## src/rtl/seg_serial_pkg.sv

```systemverilog
// Shared types and sizing helpers for the segment serial loader.
// Optional chain-clear phase is enabled by defining SEG_SERIAL_LOADER_CLEAR_EN.
package seg_serial_pkg;

   localparam int NUM_BYTES_MIN = 1;
   localparam int NUM_BYTES_MAX = 8;

   typedef enum logic [2:0] {
      ST_IDLE,
      ST_SHIFT_LO,
      ST_SHIFT_HI,
      ST_DONE
`ifdef SEG_SERIAL_LOADER_CLEAR_EN
      , ST_CLEAR
`endif
   } seg_ld_state_t;

   // Divider width; a divide-by-one still needs a 1-bit counter to exist.
   function automatic int cnt_width(input int n);
      return (n <= 1) ? 1 : $clog2(n);
   endfunction

endpackage

```

## src/rtl/sr_tick_gen.sv

```systemverilog
// Half-period divider: o_tick pulses on the last of every DIV enabled cycles.
// Down-counter with terminal-count compare, reloaded while cleared.
module sr_tick_gen
   import seg_serial_pkg::*;
#(
   parameter int DIV = 4
) (
   input  logic CP,
   input  logic MR_n,
   input  logic i_clear,
   input  logic i_enable,
   output logic o_tick
);

   localparam int W = cnt_width(DIV);
   localparam logic [W-1:0] RELOAD = W'(DIV - 1);

   logic [W-1:0] r_cnt;

   always_ff @(posedge CP or negedge MR_n) begin
      if (!MR_n) begin
         r_cnt <= RELOAD;
      end else if (i_clear) begin
         r_cnt <= RELOAD;
      end else if (i_enable) begin
         r_cnt <= (r_cnt == '0) ? RELOAD : r_cnt - 1'b1;
      end
   end

   assign o_tick = i_enable && (r_cnt == '0);

endmodule

```

## src/rtl/seg_serial_loader.sv

```systemverilog
// Serial feeder for a chain of 8-bit SIPO shift registers; MSB-first, divided shift clock.
// Define SEG_SERIAL_LOADER_CLEAR_EN to pulse the chain clear before every frame.
//
// state       | meaning
// ST_IDLE     | ready, waiting for start
// ST_CLEAR    | SR_MR_n held low for 2*DIV cycles (optional)
// ST_SHIFT_LO | SR_CP low, SR_DS set up with the current MSB
// ST_SHIFT_HI | SR_CP high, SR_DS held; shift on the last cycle
// ST_DONE     | one-cycle done pulse
module seg_serial_loader
   import seg_serial_pkg::*;
#(
   parameter int NUM_BYTES = 4,
   parameter int DIV       = 4
) (
   input  logic                   CP,
   input  logic                   MR_n,
   input  logic                   start,
   input  logic [8*NUM_BYTES-1:0] data,
   output logic                   ready,
   output logic                   busy,
   output logic                   done,
   output logic                   SR_DS,
   output logic                   SR_CP,
   output logic                   SR_MR_n
);

   localparam int FW = 8 * NUM_BYTES;
   localparam int BW = $clog2(FW + 1);
   localparam logic [BW-1:0] FW_CNT = BW'(FW);

   if (NUM_BYTES < NUM_BYTES_MIN || NUM_BYTES > NUM_BYTES_MAX) begin : g_bad_bytes
      $fatal(1, "seg_serial_loader: NUM_BYTES must be 1..8");
   end
   if (DIV < 1) begin : g_bad_div
      $fatal(1, "seg_serial_loader: DIV must be >= 1");
   end

   seg_ld_state_t r_state, w_state_nx;
   logic [FW-1:0] r_sreg, w_sreg_nx;
   logic [BW-1:0] r_bcnt, w_bcnt_nx;
   logic          r_ready, r_busy, r_done, r_sr_ds, r_sr_cp, r_sr_mr_n;
   logic          w_ready_nx, w_busy_nx, w_done_nx, w_sr_ds_nx, w_sr_cp_nx, w_sr_mr_n_nx;
   logic          w_enable, w_tick;
`ifdef SEG_SERIAL_LOADER_CLEAR_EN
   logic          r_clr_phase, w_clr_phase_nx;
`endif

`ifdef SEG_SERIAL_LOADER_CLEAR_EN
   assign w_enable = (r_state == ST_SHIFT_LO) || (r_state == ST_SHIFT_HI) ||
                     (r_state == ST_CLEAR);
`else
   assign w_enable = (r_state == ST_SHIFT_LO) || (r_state == ST_SHIFT_HI);
`endif

   sr_tick_gen #(.DIV(DIV)) u_tick (
      .CP       (CP),
      .MR_n     (MR_n),
      .i_clear  (!w_enable),
      .i_enable (w_enable),
      .o_tick   (w_tick)
   );

   always_comb begin
      w_state_nx = r_state;
      w_sreg_nx  = r_sreg;
      w_bcnt_nx  = r_bcnt;
`ifdef SEG_SERIAL_LOADER_CLEAR_EN
      w_clr_phase_nx = r_clr_phase;
`endif
      case (r_state)
         ST_IDLE: begin
            if (start && r_ready) begin
               w_sreg_nx = data;
               w_bcnt_nx = FW_CNT;
`ifdef SEG_SERIAL_LOADER_CLEAR_EN
               w_state_nx     = ST_CLEAR;
               w_clr_phase_nx = 1'b0;
`else
               w_state_nx = ST_SHIFT_LO;
`endif
            end
         end
`ifdef SEG_SERIAL_LOADER_CLEAR_EN
         // Two divider half-periods make up the 2*DIV clear pulse.
         ST_CLEAR: begin
            if (w_tick) begin
               w_clr_phase_nx = !r_clr_phase;
               if (r_clr_phase) w_state_nx = ST_SHIFT_LO;
            end
         end
`endif
         ST_SHIFT_LO: begin
            if (w_tick) w_state_nx = ST_SHIFT_HI;
         end
         ST_SHIFT_HI: begin
            if (w_tick) begin
               w_sreg_nx  = {r_sreg[FW-2:0], 1'b0};
               w_bcnt_nx  = r_bcnt - 1'b1;
               w_state_nx = (r_bcnt == BW'(1)) ? ST_DONE : ST_SHIFT_LO;
            end
         end
         ST_DONE: w_state_nx = ST_IDLE;
         default: w_state_nx = ST_IDLE;
      endcase

      // Outputs are registered from the next state so they line up with it.
      w_ready_nx   = (w_state_nx == ST_IDLE);
      w_busy_nx    = !w_ready_nx;
      w_done_nx    = (w_state_nx == ST_DONE);
      w_sr_cp_nx   = (w_state_nx == ST_SHIFT_HI);
      w_sr_ds_nx   = ((w_state_nx == ST_SHIFT_LO) || (w_state_nx == ST_SHIFT_HI)) ?
                     w_sreg_nx[FW-1] : 1'b0;
`ifdef SEG_SERIAL_LOADER_CLEAR_EN
      w_sr_mr_n_nx = (w_state_nx != ST_CLEAR);
`else
      w_sr_mr_n_nx = 1'b1;
`endif
   end

   always_ff @(posedge CP or negedge MR_n) begin
      if (!MR_n) begin
         r_state   <= ST_IDLE;
         r_sreg    <= '0;
         r_bcnt    <= '0;
         r_ready   <= 1'b0;
         r_busy    <= 1'b0;
         r_done    <= 1'b0;
         r_sr_ds   <= 1'b0;
         r_sr_cp   <= 1'b0;
         r_sr_mr_n <= 1'b0;
      end else begin
         r_state   <= w_state_nx;
         r_sreg    <= w_sreg_nx;
         r_bcnt    <= w_bcnt_nx;
         r_ready   <= w_ready_nx;
         r_busy    <= w_busy_nx;
         r_done    <= w_done_nx;
         r_sr_ds   <= w_sr_ds_nx;
         r_sr_cp   <= w_sr_cp_nx;
         r_sr_mr_n <= w_sr_mr_n_nx;
      end
   end

`ifdef SEG_SERIAL_LOADER_CLEAR_EN
   always_ff @(posedge CP or negedge MR_n) begin
      if (!MR_n) r_clr_phase <= 1'b0;
      else       r_clr_phase <= w_clr_phase_nx;
   end
`endif

   assign ready   = r_ready;
   assign busy    = r_busy;
   assign done    = r_done;
   assign SR_DS   = r_sr_ds;
   assign SR_CP   = r_sr_cp;
   assign SR_MR_n = r_sr_mr_n;

endmodule

```

## config.mk

```make
export PLATFORM = sky130hd
export DESIGN_NAME = seg_serial_loader
export DESIGN_NICKNAME = d
export VERILOG_FILES = /design/src/rtl/seg_serial_pkg.sv /design/src/rtl/sr_tick_gen.sv /design/src/rtl/seg_serial_loader.sv
export SDC_FILE = /design/constraint.sdc
export NUM_CORES = 1
export LEC_CHECK = 0
export CORE_AREA = 2 2 97 99
export DETAILED_ROUTE_END_ITERATION = 6
export DIE_AREA = 0 0 99 101
export GPL_TIMING_DRIVEN = 1
export PLACE_DENSITY_LB_ADDON = 0.3
export SLEW_MARGIN = 20
export SYNTH_ARGS = -nofsm -noshare
export SYNTH_HDL_FRONTEND = slang
export SYNTH_HIERARCHICAL = 1
export SYNTH_SLANG_ARGS = --single-unit
```

## constraint.sdc

```tcl
create_clock -name CP -period 2.43 [get_ports CP]
set_input_delay 0.486 -clock CP [delete_from_list [all_inputs] [get_ports CP]]
set_output_delay 0.486 -clock CP [all_outputs]
set_load 0.02 [all_outputs]
```

==> results.toml, run 1 <==
[timing]
rsz0062_at_grt = "no"
slew_violations = 0
finalCritPeriodShare_pct = 92.4
finalSetupViolations = 0
tns_ns = 0
slew_headroom_pct = 58.0
tightest_slew_ns = 0.629
min_period_ns = 2.24
setup_ws_ns = 0.186
fmax_mhz = 446
hold_viol_final = 0
skew_ns = 0.00926

[logic_synthesis]
synth_area_leaders = "dfrtp_1, nand2_1, a22oi_1"
synth_top_family_by_area = "simple AND/OR/NAND/NOR gates"
synth_nets = 249
ys_seq_area_share_pct = 56.6
syn_avg_cell_area_um2 = 10.3
synth_xor_area_share_pct = 1.61
netlist.area_leader.share_pct = 54.2
synth-edff-count = 0
synth_area_leader_cell = "dfrtp_1"
synth_cell_types = 39
async_flop_share_pct = 100
yosys_warnings = 6
ys_ff_latch = 49
synthMuxAreaShare_pct = 0.519
synthSimpleGateAreaFrac_pct = 19.6
syn_area_um2 = 2170
synth_compound_area_share_pct = 16.1
netlist_instances = 211
synth-main-ff-cell = "dfrtp_1"
synth_fa_ha_area_share_pct = 1.73

[pwr]
leakage_nw = 1.27
ir_drop_mv = 0.209
powerDensity_nw_per_um2 = 653
finalPower_w = 0.00182

[final_layout]
register_area_um2 = 1230
area_growth_pct = 28.5
final_util_pct = 31.1
n_fill_cell = 926
final_nets = 290
fin_cells = 364
num_antenna_cells = 0
multi_input_area_um2 = 865
drive_above_1_share_pct = 9.09

[floorplan]
start_util_pct = 24.2
die_x_um = 99
rows = 35
die_area_um2 = 10000
core-area_um2 = 8980
fp.dieH_um = 101
ioPinCount = 41

[critical_path]
cp_max_fo = 34
crit_slowest_cell = "dfrtp_1"
cp-start-kind = "flip-flop"
crit_type = "reg -> reg"
cp_top_family = "simple AND/OR/NAND/NOR gates"
r2r.worst_path.cells = 8
path_buf_inv = 1
cp_cell_sequence = "or2b_1 -> a21oi_1 -> and2_2 -> and4bb_1 -> buf_6 -> and2_1 -> a221o_1 -> o21a_1"
worstPathArrival_ns = 2.49
worstPathRequired_ns = 2.67
cp_slowest_stage_delay_ns = 0.45
end_kind = "flip-flop"
cp.depth = 8

[global_route]
grt_pass1_vias = 1664
grt_max_degree = 50
overflow = 0
antenna_found_initial = 0
grt_first_pass_wirelength_um = 8140
track_usage_pct = 10.1

[clocking]
clock_latency_ns = 0.30
cts.htree.levels = 2
cts_tree = "built"
cts-root-buf = "clkbuf_8"
clk_path_buf_depth = 2
cts_sinks = 49
cts_made_buffers = 5
clk_pin_slew_ns = 0.09
cts_setup_buffers = 0

[worst_hold_path]
hold_path_class = "in -> async"

[detailed_routing]
via_per_inst = 4.45
drtAntennaViolNets = 0
vias = 1619
post_drt_wl_per_cell_um = 12.9
drt-initial-drc-count = 96
dr.pass1.iters = 4
routed_wl_um = 4710
drc = 0

[run_status]
status = "finished, final reports clean"

[place]
dpl.cell_count = 356
dp_hpwl_um = 3100
gp_congestion = 0.758
portBuffers = 40
pre_cts_ws_ns = 0.113

[flow_run]
cap_violations = 0
==> cell usage in the layout, fill, tap and decap left out, drive strengths merged, types with 2 or more instances in the layout <==
cell	instances
dfstp	2
nor2	9
conb	2
o21a	2
nor3	2
xor2	4
ha	3
dfrtp	47
nand2	62
clkbuf	6
inv	5
clkinv	2
and2	6
nand3b	2
a21oi	3
buf	6
clkdlybuf4s50	39
nand2b	2
or2	2
a22oi	30
and4bb	2
==> state kept, by name, indices dropped and copies added (netlist names) <==
| signal | count |
|---|---|
| SR_CP | 1 |
| busy | 1 |
| r_sreg | 32 |
| done | 1 |
| u_tick/r_cnt | 2 |
| r_state | 3 |
| ready | 1 |
| SR_MR_n | 1 |
| r_bcnt | 6 |
| SR_DS | 1 |
==> power by group <==
| part | internal, W | switching, W |
|---|---|---|
| registers | 0.000950 | 0.0000796 |
| logic | 0.000140 | 0.000138 |
| clock network | 0.000231 | 0.000283 |
==> Yosys cell counts, types with 2 or more instances <==
cell type,instances
a22oi_1,30
nand3b_1,2
o21a_1,2
and2_1,4
conb_1,2
xor2_1,4
dfrtp_1,47
ha_1,3
nor2_1,9
a21oi_1,2
nor3_1,2
nand2b_1,2
buf_2,7
inv_1,5
nand2_1,62
clkbuf_1,3
dfstp_2,2
and4bb_1,2
==> per-stage QoR <==
| stage | cell area, um^2 | hold slack, ns |
|---|---|---|
| global placement | 2680 | 0.444 |
| CTS | 2780 | 0.295 |
| floorplan | 2170 | 0.190 |
| finish | 2790 | 0.264 |
| global route | 2790 | 0.332 |
| detailed placement | 2680 | 0.452 |
==> cells by family (layout without fill, tap and decap cells) <==
group,Yosys count,in the layout
AND/OR/NAND/NOR,92,92
multiplexers,1,1
buffers and inverters,16,58
adder cells (fa/ha/maj),3,3
flip-flops,49,49
AO/OA/AOI/OAI,44,44
XOR/XNOR,4,4
other,2,2
==> path summary, 6_finish.rpt <==
kind	startpoint	endpoint	slack, ns
worst max-delay path	r_state[1]	SR_DS	0.19
worst min-delay path	MR_n	busy	0.26
worst max register to register	r_state[1]	SR_DS	0.19
worst min register to register	r_sreg[30]	r_sreg[30]	0.47
max in group asynchronous	MR_n	r_sreg[29]	1.73
min in group CP	r_sreg[30]	r_sreg[30]	0.47
==> worst register-to-register path, cell delays in order (launching register included) <==
cell and delay, ns:
dfrtp_1 0.45, or2b_1 0.30, a21oi_1 0.19, and2_2 0.25
and4bb_1 0.29, buf_6 0.29, and2_1 0.18, a221o_1 0.11
o21a_1 0.11
==> routing by layer <==
layer	vias to the layer above	wire, um	share of wire, %	global-route usage, %
li1	801	-	-	-
met2	31	2120	45	15.0
met4	0	54	1.1	2.85
met1	782	2350	50	14.5
met5	-	0	0	0
met3	5	196	4.2	2.70
==> cell type report <==
type,count,area share (%)
timing repair buffer,45,15.8
sequential,49,44.1
tap,111,4.98
multi-input combinational,146,31.0
clock buffer,6,2.96
clock inverter,2,0.494
inverter,5,0.673
==> timing repair <==
action / in CTS / in global routing
setup endpoints to repair: 0 / 5
hold buffers: 0 / 0
gates resized for setup: 0 / 2
hold endpoints to repair: 0 / 0
Note: power is estimated with default switching activity, not from simulation.
==> run 2, diff against run 1 <==
--- a/config.mk
+++ b/config.mk
@@ -6,10 +6,12 @@
 export NUM_CORES = 1
 export LEC_CHECK = 0
 export CORE_AREA = 2 2 97 99
+export CTS_CLUSTER_SIZE = 40
 export DETAILED_ROUTE_END_ITERATION = 6
 export DIE_AREA = 0 0 99 101
 export GPL_TIMING_DRIVEN = 1
 export PLACE_DENSITY_LB_ADDON = 0.3
+export REMOVE_ABC_BUFFERS = 1
 export SLEW_MARGIN = 20
 export SYNTH_ARGS = -nofsm -noshare
 export SYNTH_HDL_FRONTEND = slang
==> run 2 against run 1 <==
  * Hold slack worse by 0.066 ns
  * Clock-buffer cell count grew 1
  * Clock skew fell by 0.0064 ns
  * Maximum frequency is 1.7% higher
  * Largest power group unchanged
  * Highest routed layer unchanged
==> results.toml, run 2 (synthesized netlist as in run 1, its figures left out) <==
[run_status]
status = "finished, final reports clean"

[detailed_routing]
routed_wl_um = 4550
drtAntennaViolNets = 0
dr.pass1.iters = 5
via_per_inst = 4.40
drc = 0
drt-initial-drc-count = 108
post_drt_wl_per_cell_um = 12.4
vias = 1609

[clocking]
clk_path_buf_depth = 2
cts-root-buf = "clkbuf_8"
clk_pin_slew_ns = 0.09
clock_latency_ns = 0.30
cts_sinks = 49
cts_made_buffers = 5
cts_tree = "built"
cts.htree.levels = 2
cts_hold_buffers = 0

[place]
pre_cts_ws_ns = 0.242
dp_hpwl_um = 3090
gp_congestion = 0.728
dpl.cell_count = 358
portBuffers = 40
dpl-instance-area_um2 = 2700

[critical_path]
cp_slowest_stage_delay_ns = 0.55
crit_type = "reg -> reg"
crit_slowest_cell = "dfstp_2"
path_buf_inv = 2
worstPathRequired_ns = 2.67
cp_max_fo = 22
cp_top_family = "flip-flops"
end_kind = "flip-flop"
cp_cell_sequence = "inv_1 -> ha_1 -> and2_2 -> and4bb_1 -> a21oi_4 -> buf_4 -> a22o_1"
cp-start-kind = "flip-flop"
worstPathArrival_ns = 2.45

[final_layout]
final_nets = 292
final_cell_mix = "nand2_1, dfrtp_1, clkdlybuf4s50_1"
fin_cells = 366
drive_above_1_share_pct = 9.41
num_antenna_cells = 0
final_area_um2 = 2820
layout_commonest_cell = "nand2_1"
reg.largest.list = "r_sreg: 32 flops, r_bcnt: 6 flops, r_state: 3 flops"
n_fill_cell = 894
largest-register = "r_sreg"
largest_register_ffs = 32
area_growth_pct = 29.9

[global_route]
grt_first_pass_wirelength_um = 8040
grt_max_degree = 37
antenna_found_initial = 0
track_usage_pct = 10.1
grt_pass1_vias = 1646
overflow = 0

[floorplan]
core-area_um2 = 8980
die_x_um = 99
start_util_pct = 24.2
die_area_um2 = 10000
ioPinCount = 41
rows = 35
fp.dieH_um = 101

[timing]
min_period_ns = 2.21
slew_violations = 0
skew_ns = 0.00286
finalCritPeriodShare_pct = 90.8
fmax_mhz = 453
hold_viol_final = 0
finalSetupViolations = 0
setup_ws_ns = 0.223
slew_headroom_pct = 57.2
rsz0062_at_grt = "no"
holdWs_ns = 0.199
tightest_slew_ns = 0.642

[pwr]
finalPower_w = 0.00191
powerDensity_nw_per_um2 = 677
ir_drop_mv = 0.394
leakage_nw = 1.29

[worst_hold_path]
hold_path_class = "in -> async"

[flow_run]
cap_violations = 0
run 2: cell types whose count changed in the layout (fill, tap and decap cells not counted), sizes merged:
| cell | delta |
|---|---|
| buf | +2 |
| bufinv | +1 |
| clkbuf | +1 |
| clkinv | -2 |
run 2: worst paths after layout:
path / start / end / slack (ns) / cells after the start
setup reg to reg: u_tick/r_cnt[0] / r_sreg[0] / 0.22 / 7
min in group CP: r_sreg[22] / r_sreg[22] / 0.48 / 2
max in group asynchronous: MR_n / u_tick/r_cnt[1] / 1.56 / 2
hold / removal: MR_n / r_sreg[28] / 0.20 / 1
hold reg to reg: r_sreg[22] / r_sreg[22] / 0.48 / 2
setup / recovery: u_tick/r_cnt[0] / r_sreg[0] / 0.22 / 7
run 2: metal layers:
metal	global-route usage [%]	wire, um	up-vias
met4	3.79	68	0
met2	14.9	2010	35
met5	0	0	-
li1	-	-	805
met3	2.50	187	7
met1	14.2	2280	762
run 2: worst reg2reg max path, stage by stage, from the launching register on:
cell and delay [ns]:
dfstp_2 0.55, inv_1 0.04, ha_1 0.20, and2_2 0.24, and4bb_1 0.25, a21oi_4 0.37, buf_4 0.34, a22o_1 0.16
run 2: what timing repair did:
action	in CTS	in global routing
setup buffers	0	0
setup endpoints to repair	0	4
gates resized for setup	0	1
run 2: where the power goes:
group	internal (W)	switching (W)	total (W)
sequential	0.000950	0.0000769	0.00103
clock	0.000336	0.000266	0.000602
combinational	0.000140	0.000139	0.000279
run 2: area by class of cell:
| cell class | count | area [um^2] | area share [%] |
|---|---|---|---|
| multi-input combinational | 146 | 865 | 30.7 |
| tap | 111 | 139 | 4.93 |
| timing repair buffer | 47 | 452 | 16.0 |
| clock buffer | 7 | 86.3 | 3.06 |
| inverter | 5 | 18.8 | 0.666 |
| clock inverter | 1 | 30.0 | 1.07 |
| sequential | 49 | 1230 | 43.6 |
run 2: per-stage QoR:
step | setup TNS, ns | utilization [%]
2_1_floorplan | -5.36 | -
5_1_grt | 0 | 31.4
6_report | 0 | 31.4
4_1_cts | 0 | 31.4
3_3_place_gp | 0 | 30.1
3_5_place_dp | 0 | 30.1
